$ cat config.mk
export PLATFORM = sky130hd
export DESIGN_NAME = sprint2_rom_loader_flat
export DESIGN_NICKNAME = d
export VERILOG_FILES = /design/src/rtl/sprint2_rom_loader_if.sv /design/src/rtl/sprint2_rom_loader.sv /design/src/flat_wrapper.sv
export SDC_FILE = /design/constraint.sdc
export NUM_CORES = 1
export LEC_CHECK = 0
export BUFFER_PORTS_ARGS = -buffer_cell sky130_fd_sc_hd__buf_2
export CAP_MARGIN = 40
export CELL_PAD_IN_SITES_DETAIL_PLACEMENT = 1
export CELL_PAD_IN_SITES_GLOBAL_PLACEMENT = 2
export CORE_MARGIN = 4
export CORE_UTILIZATION = 30
export CTS_BUF_LIST = sky130_fd_sc_hd__clkbuf_4 sky130_fd_sc_hd__clkbuf_8
export CTS_CLUSTER_SIZE = 8
export DETAILED_ROUTE_END_ITERATION = 8
export PLACE_DENSITY = 0.87
export SYNTH_ARGS = -nofsm -noshare
export SYNTH_HDL_FRONTEND = slang
export SYNTH_SLANG_ARGS = --single-unit
$ cat constraint.sdc
create_clock -name clk_sys -period 2.24 [get_ports clk_sys]
set_input_delay 0.224 -clock clk_sys [delete_from_list [all_inputs] [get_ports clk_sys]]
set_output_delay 0.224 -clock clk_sys [all_outputs]
set_load 0.01 [all_outputs]
$ cat src/rtl/sprint2_rom_loader_if.sv
// ============================================================================
// Module  : sprint2_rom_loader_if
// Purpose : ioctl download stream in, per-region ROM write port out.
// Revision: 1.0  initial release
// ============================================================================
`default_nettype none

interface sprint2_rom_loader_if;
    logic        dn_download;
    logic        dn_wr;
    logic [16:0] dn_addr;
    logic [7:0]  dn_data;
    logic [3:0]  rom_we;
    logic [12:0] rom_addr;
    logic [7:0]  rom_data;

    modport master (
        output dn_download,
        output dn_wr,
        output dn_addr,
        output dn_data,
        input  rom_we,
        input  rom_addr,
        input  rom_data
    );

    modport slave (
        input  dn_download,
        input  dn_wr,
        input  dn_addr,
        input  dn_data,
        output rom_we,
        output rom_addr,
        output rom_data
    );
endinterface

`default_nettype wire

$ cat src/rtl/sprint2_rom_loader.sv
// ============================================================================
// Module  : sprint2_rom_loader
// Purpose : Splits the ioctl ROM download into four Sprint 2 ROM regions and
//           owns the core reset (held through download plus a settle delay).
// Revision: 1.0  initial release
// ============================================================================
`default_nettype none

module sprint2_rom_loader #(
    parameter logic [15:0] R0_END     = 16'h2000,
    parameter logic [15:0] R1_END     = 16'h2800,
    parameter logic [15:0] R2_END     = 16'h3000,
    parameter logic [15:0] R3_END     = 16'h3800,
    parameter int          SETTLE_CYC = 1024
) (
    input  wire logic               clk_sys,
    input  wire logic               Reset_n,
    sprint2_rom_loader_if.slave     bus,
    input  wire logic               ext_reset,
    output logic                    core_reset_n,
    output logic                    dl_busy,
    output logic                    dl_error,
    output logic [16:0]             byte_count
);

    localparam int CNT_W = (SETTLE_CYC > 1) ? $clog2(SETTLE_CYC) : 1;
    localparam logic [CNT_W-1:0] C_CNT_RELOAD = CNT_W'(SETTLE_CYC - 1);

    localparam logic [16:0] C_R0_END = {1'b0, R0_END};
    localparam logic [16:0] C_R1_END = {1'b0, R1_END};
    localparam logic [16:0] C_R2_END = {1'b0, R2_END};
    localparam logic [16:0] C_R3_END = {1'b0, R3_END};
    localparam logic [16:0] C_CNT_MAX = 17'h1FFFF;

    localparam logic [1:0] ST_SETTLE = 2'd0;
    localparam logic [1:0] ST_RUN    = 2'd1;
    localparam logic [1:0] ST_LOAD   = 2'd2;

    logic [1:0]       state;
    logic [CNT_W-1:0] settle_cnt;

    logic [3:0]  w_sel;
    logic [12:0] w_off;
    logic        w_hit;
    logic [16:0] w_cnt_next;

    // Region decode; the offset is truncated to the 13-bit ROM address bus
    always_comb begin
        w_sel = 4'b0000;
        w_off = 13'd0;
        if (bus.dn_addr < C_R0_END) begin
            w_sel = 4'b0001;
            w_off = 13'(bus.dn_addr);
        end else if (bus.dn_addr < C_R1_END) begin
            w_sel = 4'b0010;
            w_off = 13'(bus.dn_addr - C_R0_END);
        end else if (bus.dn_addr < C_R2_END) begin
            w_sel = 4'b0100;
            w_off = 13'(bus.dn_addr - C_R1_END);
        end else if (bus.dn_addr < C_R3_END) begin
            w_sel = 4'b1000;
            w_off = 13'(bus.dn_addr - C_R2_END);
        end
    end

    assign w_hit = |w_sel;

    // Count as seen after this cycle's byte, so a byte arriving with the
    // download-end edge still takes part in the length check
    always_comb begin
        w_cnt_next = byte_count;
        if (bus.dn_wr && w_hit && (byte_count != C_CNT_MAX)) begin
            w_cnt_next = byte_count + 17'd1;
        end
    end

    always_ff @(posedge clk_sys or negedge Reset_n) begin
        if (!Reset_n) begin
            state        <= ST_SETTLE;
            settle_cnt   <= C_CNT_RELOAD;
            bus.rom_we   <= 4'b0000;
            bus.rom_addr <= 13'd0;
            bus.rom_data <= 8'd0;
            core_reset_n <= 1'b0;
            dl_busy      <= 1'b0;
            dl_error     <= 1'b0;
            byte_count   <= 17'd0;
        end else begin
            bus.rom_we   <= 4'b0000;
            bus.rom_data <= bus.dn_data;
            case (state)
                ST_SETTLE: begin
                    if (bus.dn_download) begin
                        state      <= ST_LOAD;
                        dl_busy    <= 1'b1;
                        byte_count <= 17'd0;
                        dl_error   <= 1'b0;
                    end else if (settle_cnt == '0) begin
                        state        <= ST_RUN;
                        core_reset_n <= 1'b1;
                    end else begin
                        settle_cnt <= settle_cnt - 1'b1;
                    end
                end

                ST_RUN: begin
                    if (bus.dn_download) begin
                        state        <= ST_LOAD;
                        core_reset_n <= 1'b0;
                        dl_busy      <= 1'b1;
                        byte_count   <= 17'd0;
                        dl_error     <= 1'b0;
                    end else if (ext_reset) begin
                        state        <= ST_SETTLE;
                        settle_cnt   <= C_CNT_RELOAD;
                        core_reset_n <= 1'b0;
                    end
                end

                ST_LOAD: begin
                    if (bus.dn_wr) begin
                        if (w_hit) begin
                            bus.rom_we   <= w_sel;
                            bus.rom_addr <= w_off;
                        end else begin
                            dl_error <= 1'b1;
                        end
                    end
                    byte_count <= w_cnt_next;
                    if (!bus.dn_download) begin
                        state      <= ST_SETTLE;
                        settle_cnt <= C_CNT_RELOAD;
                        dl_busy    <= 1'b0;
                        if (w_cnt_next != C_R3_END) begin
                            dl_error <= 1'b1;
                        end
                    end
                end

                default: begin
                    state        <= ST_SETTLE;
                    settle_cnt   <= C_CNT_RELOAD;
                    core_reset_n <= 1'b0;
                    dl_busy      <= 1'b0;
                end
            endcase
        end
    end

endmodule

`default_nettype wire

$ cat src/flat_wrapper.sv
// flat-port wrapper written by rule: the top's interface ports become plain ports
module sprint2_rom_loader_flat 
#(
    parameter logic [15:0] R0_END     = 16'h2000,
    parameter logic [15:0] R1_END     = 16'h2800,
    parameter logic [15:0] R2_END     = 16'h3000,
    parameter logic [15:0] R3_END     = 16'h3800,
    parameter int          SETTLE_CYC = 1024
)
  (clk_sys, Reset_n, ext_reset, core_reset_n, dl_busy, dl_error, byte_count, bus_dn_download, bus_dn_wr, bus_dn_addr, bus_dn_data, bus_rom_we, bus_rom_addr, bus_rom_data);
  sprint2_rom_loader_if bus_i ();
  input  wire logic clk_sys;
  input  wire logic Reset_n;
  input  wire logic ext_reset;
  output logic core_reset_n;
  output logic dl_busy;
  output logic dl_error;
  output logic [16:0] byte_count;
  input wire logic [$bits(bus_i.dn_download)-1:0] bus_dn_download;
  input wire logic [$bits(bus_i.dn_wr)-1:0] bus_dn_wr;
  input wire logic [$bits(bus_i.dn_addr)-1:0] bus_dn_addr;
  input wire logic [$bits(bus_i.dn_data)-1:0] bus_dn_data;
  output wire logic [$bits(bus_i.rom_we)-1:0] bus_rom_we;
  output wire logic [$bits(bus_i.rom_addr)-1:0] bus_rom_addr;
  output wire logic [$bits(bus_i.rom_data)-1:0] bus_rom_data;
  assign bus_i.dn_download = bus_dn_download;
  assign bus_i.dn_wr = bus_dn_wr;
  assign bus_i.dn_addr = bus_dn_addr;
  assign bus_i.dn_data = bus_dn_data;
  assign bus_rom_we = bus_i.rom_we;
  assign bus_rom_addr = bus_i.rom_addr;
  assign bus_rom_data = bus_i.rom_data;
  sprint2_rom_loader #(.R0_END(R0_END), .R1_END(R1_END), .R2_END(R2_END), .R3_END(R3_END), .SETTLE_CYC(SETTLE_CYC)) u_core (.clk_sys(clk_sys), .Reset_n(Reset_n), .bus(bus_i), .ext_reset(ext_reset), .core_reset_n(core_reset_n), .dl_busy(dl_busy), .dl_error(dl_error), .byte_count(byte_count));
endmodule
==> qor.yml <==
outcome:
  outcome: "complete, but fails checks"
  violations: "negative setup slack"
setup_path:
  critPathMaxFanout: 4
  setup.worst_path.end_class: "flip-flop"
  criticalPathCategory: "flip-flop to flip-flop"
  required_ns: 2.45
  cp-start-kind: "flip-flop"
  crit_arrival_ns: 2.60
route:
  firstDrtPassIters: 5
  met2WireLength_um: 4550
  routed_wirelength_um: 9360
  wl_per_cell_um: 16.8
  drt_iter0_drc: 94
  via_count: 2820
  vias_per_cell: 5.05
  drc_errors: 0
  routed.top_layer: "met4"
  antenna_left: 0
  dr_wl_met3_um: 436
  met1Wirelength_um: 4250
power_and_ir_drop:
  power.share.combinational_pct: 13.4
  p_int_uw: 1910
  cellPowerDensity_nw_per_um2: 630
  p_sw_uw: 722
  p_seq_share_pct: 44.2
  swShare_pct: 27.5
  peakVddDrop_uv: 358
  power_frac_clock_pct: 42.5
  power_leakage_uw: 0.00196
cells_and_area:
  layout_commonest_cell: "buf_2"
  diodes: 0
  final_nets: 459
  postLayoutCoreUtil_pct: 44.6
  layout-drive-gt1-share_pct: 41.7
  design_area_um2: 4180
  fill_cells: 1109
  layout_common_cells: "buf_2, buf_4, dfrtp_1"
  syn_to_final_growth_pct: 42.7
logic_synthesis:
  synth_cells: 294
  ys_ff_latch: 57
  synth_edf_count: 0
  seq_area_frac_synth_pct: 49.2
  synth.net_count: 329
  yosys_warnings: 0
  yosys_most_used_dff: "dfrtp_1"
  synth_area_um2: 2930
  avgSynthCellArea_um2: 9.95
  async_reset_ff_share_pct: 100
  synth_cell_types: 53
timing:
  worstMarginPinSlew_ns: 0.659
  period_share_pct: 107
  fin_crit_ns: 2.39
  finalHoldViolations: 0
  fmax_mhz: 419
  rsz0062_at_grt: "yes"
  final.setup.worst_slack_ns: -0.147
  max_slew_margin_pct: 55.9
  final.setup.tns_ns: -0.147
  slew_violations: 0
  clock_skew_ns: 0.0106
  final-setup-viol-count: 1
min_path:
  hp-class: "primary input to flip-flop"
global_route:
  first_global_vias: 3077
  grt_max_degree: 26
  grt_pass1_wl_um: 15300
  gr-total-overflow: 0
  grt_usage_pct: 17.0
  grt_antenna_before_repair: 0
place:
  gp_congestion: 0.860
  io_buffers: 74
  place_hpwl_um: 6850
  place_area_um2: 3750
clock_tree:
  cts_tree: "built"
  clk_path_buf_depth: 2
  clk_pin_slew_ns: 0.08
  insertion_delay_ns: 0.34
  numCtsBuffers: 9
  cts-root-buf: "clkbuf_8"
  h-tree-depth: 3
  clkSinkCount: 57
die:
  die_x_um: 107
  die_height_um: 107
  num_rows: 35
  initial_core_util_pct: 31.2
  core_area_um2: 9370
  ioPinCount: 75
  dieArea_um2: 11400
job:
  cap_violations: 0
==> registers in the layout, indices dropped and copies added, names as in the netlist <==
signal,cells
u_core.byte_count,17
u_core.bus.rom_addr,13
u_core.settle_cnt,10
u_core.bus.rom_data,8
u_core.bus.rom_we,4
u_core.state,2
u_core.core_reset_n,1
u_core.dl_busy,1
u_core.dl_error,1
==> per-stage QoR <==
| stage | setup slack [ns] | hold slack (ns) | power (uW) | instances |
|---|---|---|---|---|
| finish | -0.147 | 0.0930 | 2630 | 558 |
| floorplan | -0.0594 | -0.0716 | 1340 | 294 |
| global placement | -0.0603 | 0.0732 | 1500 | 524 |
| CTS | -0.0942 | 0.0805 | 2670 | 557 |
| global route | -0.272 | 0.0932 | 2760 | 558 |
| detailed placement | -0.180 | 0.0786 | 1520 | 524 |
==> critical path: stages (launching register included) <==
cell       delay (ns)
dfrtp_1          0.38
nand4_1          0.20
nor2_4           0.20
and4_1           0.19
ha_2             0.19
nor2b_4          0.05
nand3_4          0.10
nor2_4           0.05
or4_4            0.45
a2111oi_4        0.31
a31oi_1          0.14
==> power by group through the flow <==
stage,clock (uW),combinational [uW],sequential (uW)
CTS,1140,358,1160
detailed placement,0,340,1180
global placement,0,326,1180
finish,1120,351,1160
global route,1200,387,1170
floorplan,0,135,1200
==> area by class of cell <==
class / instances / area (um2) / share of cell area, %
flip-flops and latches: 57 / 1440 / 34.5
inverters: 9 / 33.8 / 0.809
well taps: 129 / 161 / 3.86
clock buffers: 9 / 124 / 2.97
multi-input cells: 217 / 1500 / 35.8
repair buffers: 130 / 817 / 19.6
clock inverters: 7 / 103 / 2.46
==> final timing paths <==
kind,end,depth (start not counted),slack [ns],start
worst min-delay path,u_core.bus.rom_addr[4],2,0.09,bus_dn_addr[4]
worst max register to register,u_core.dl_error,10,-0.15,u_core.byte_count[11]
max in group asynchronous,u_core.settle_cnt[3],3,1.34,Reset_n
min in group asynchronous,u_core.bus.rom_data[5],2,0.27,Reset_n
worst min register to register,u_core.bus.rom_addr[12],2,0.49,u_core.bus.rom_addr[12]
worst max-delay path,u_core.dl_error,10,-0.15,u_core.byte_count[11]
==> routing by layer <==
layer	track usage (%)	up-vias
li1	-	1335
met1	21.2	1404
met2	28.6	72
met5	0	-
met3	3.43	9
met4	6.85	0
==> cells by family after synthesis <==
family / synth area share (%)
simple gates: 22.3
compound gates: 15.8
flops: 49.2
buf+inv: 2.82
xor+xnor: 3.59
mux: 4.23
fa+ha+maj: 2.14
==> synth_stat cells (all sizes together) (2+ instances only) <==
| cell | count | share of area [%] |
|---|---|---|
| buf | 6 | 1.0 |
| mux2 | 11 | 4.2 |
| nor2 | 21 | 3.0 |
| and3 | 7 | 1.5 |
| a21oi | 17 | 2.9 |
| dfrtp | 47 | 40 |
| nor4 | 5 | 1.8 |
| a22oi | 2 | 0.51 |
| nand2 | 28 | 3.6 |
| clkbuf | 5 | 0.64 |
| xor2 | 7 | 2.1 |
| a31oi | 8 | 1.7 |
| xnor2 | 5 | 1.5 |
| dfstp | 10 | 9.0 |
| nor2b | 5 | 1.1 |
| ha | 5 | 2.1 |
| nand4b | 2 | 1.1 |
| and2 | 4 | 0.85 |
| a22o | 3 | 0.90 |
| nand3 | 9 | 2.0 |
| o31ai | 3 | 0.77 |
| nand2b | 2 | 0.43 |
| nand4 | 11 | 2.6 |
| nor3 | 9 | 1.7 |
| a41oi | 2 | 0.60 |
| and4 | 3 | 0.90 |
| o21ai | 32 | 5.5 |
| inv | 9 | 1.2 |
| o22ai | 2 | 0.43 |
==> what timing repair did <==
action | in CTS | in global routing
hold buffers | 9 | 0
pin swaps | 5 | 6
hold endpoints to repair | 15 | 0
setup buffers | 8 | 1
endpoints found under the setup margin | 12 | 7
cloned | 0 | 0
resized for setup | 7 | 8
(Power assumes the default switching activity.)
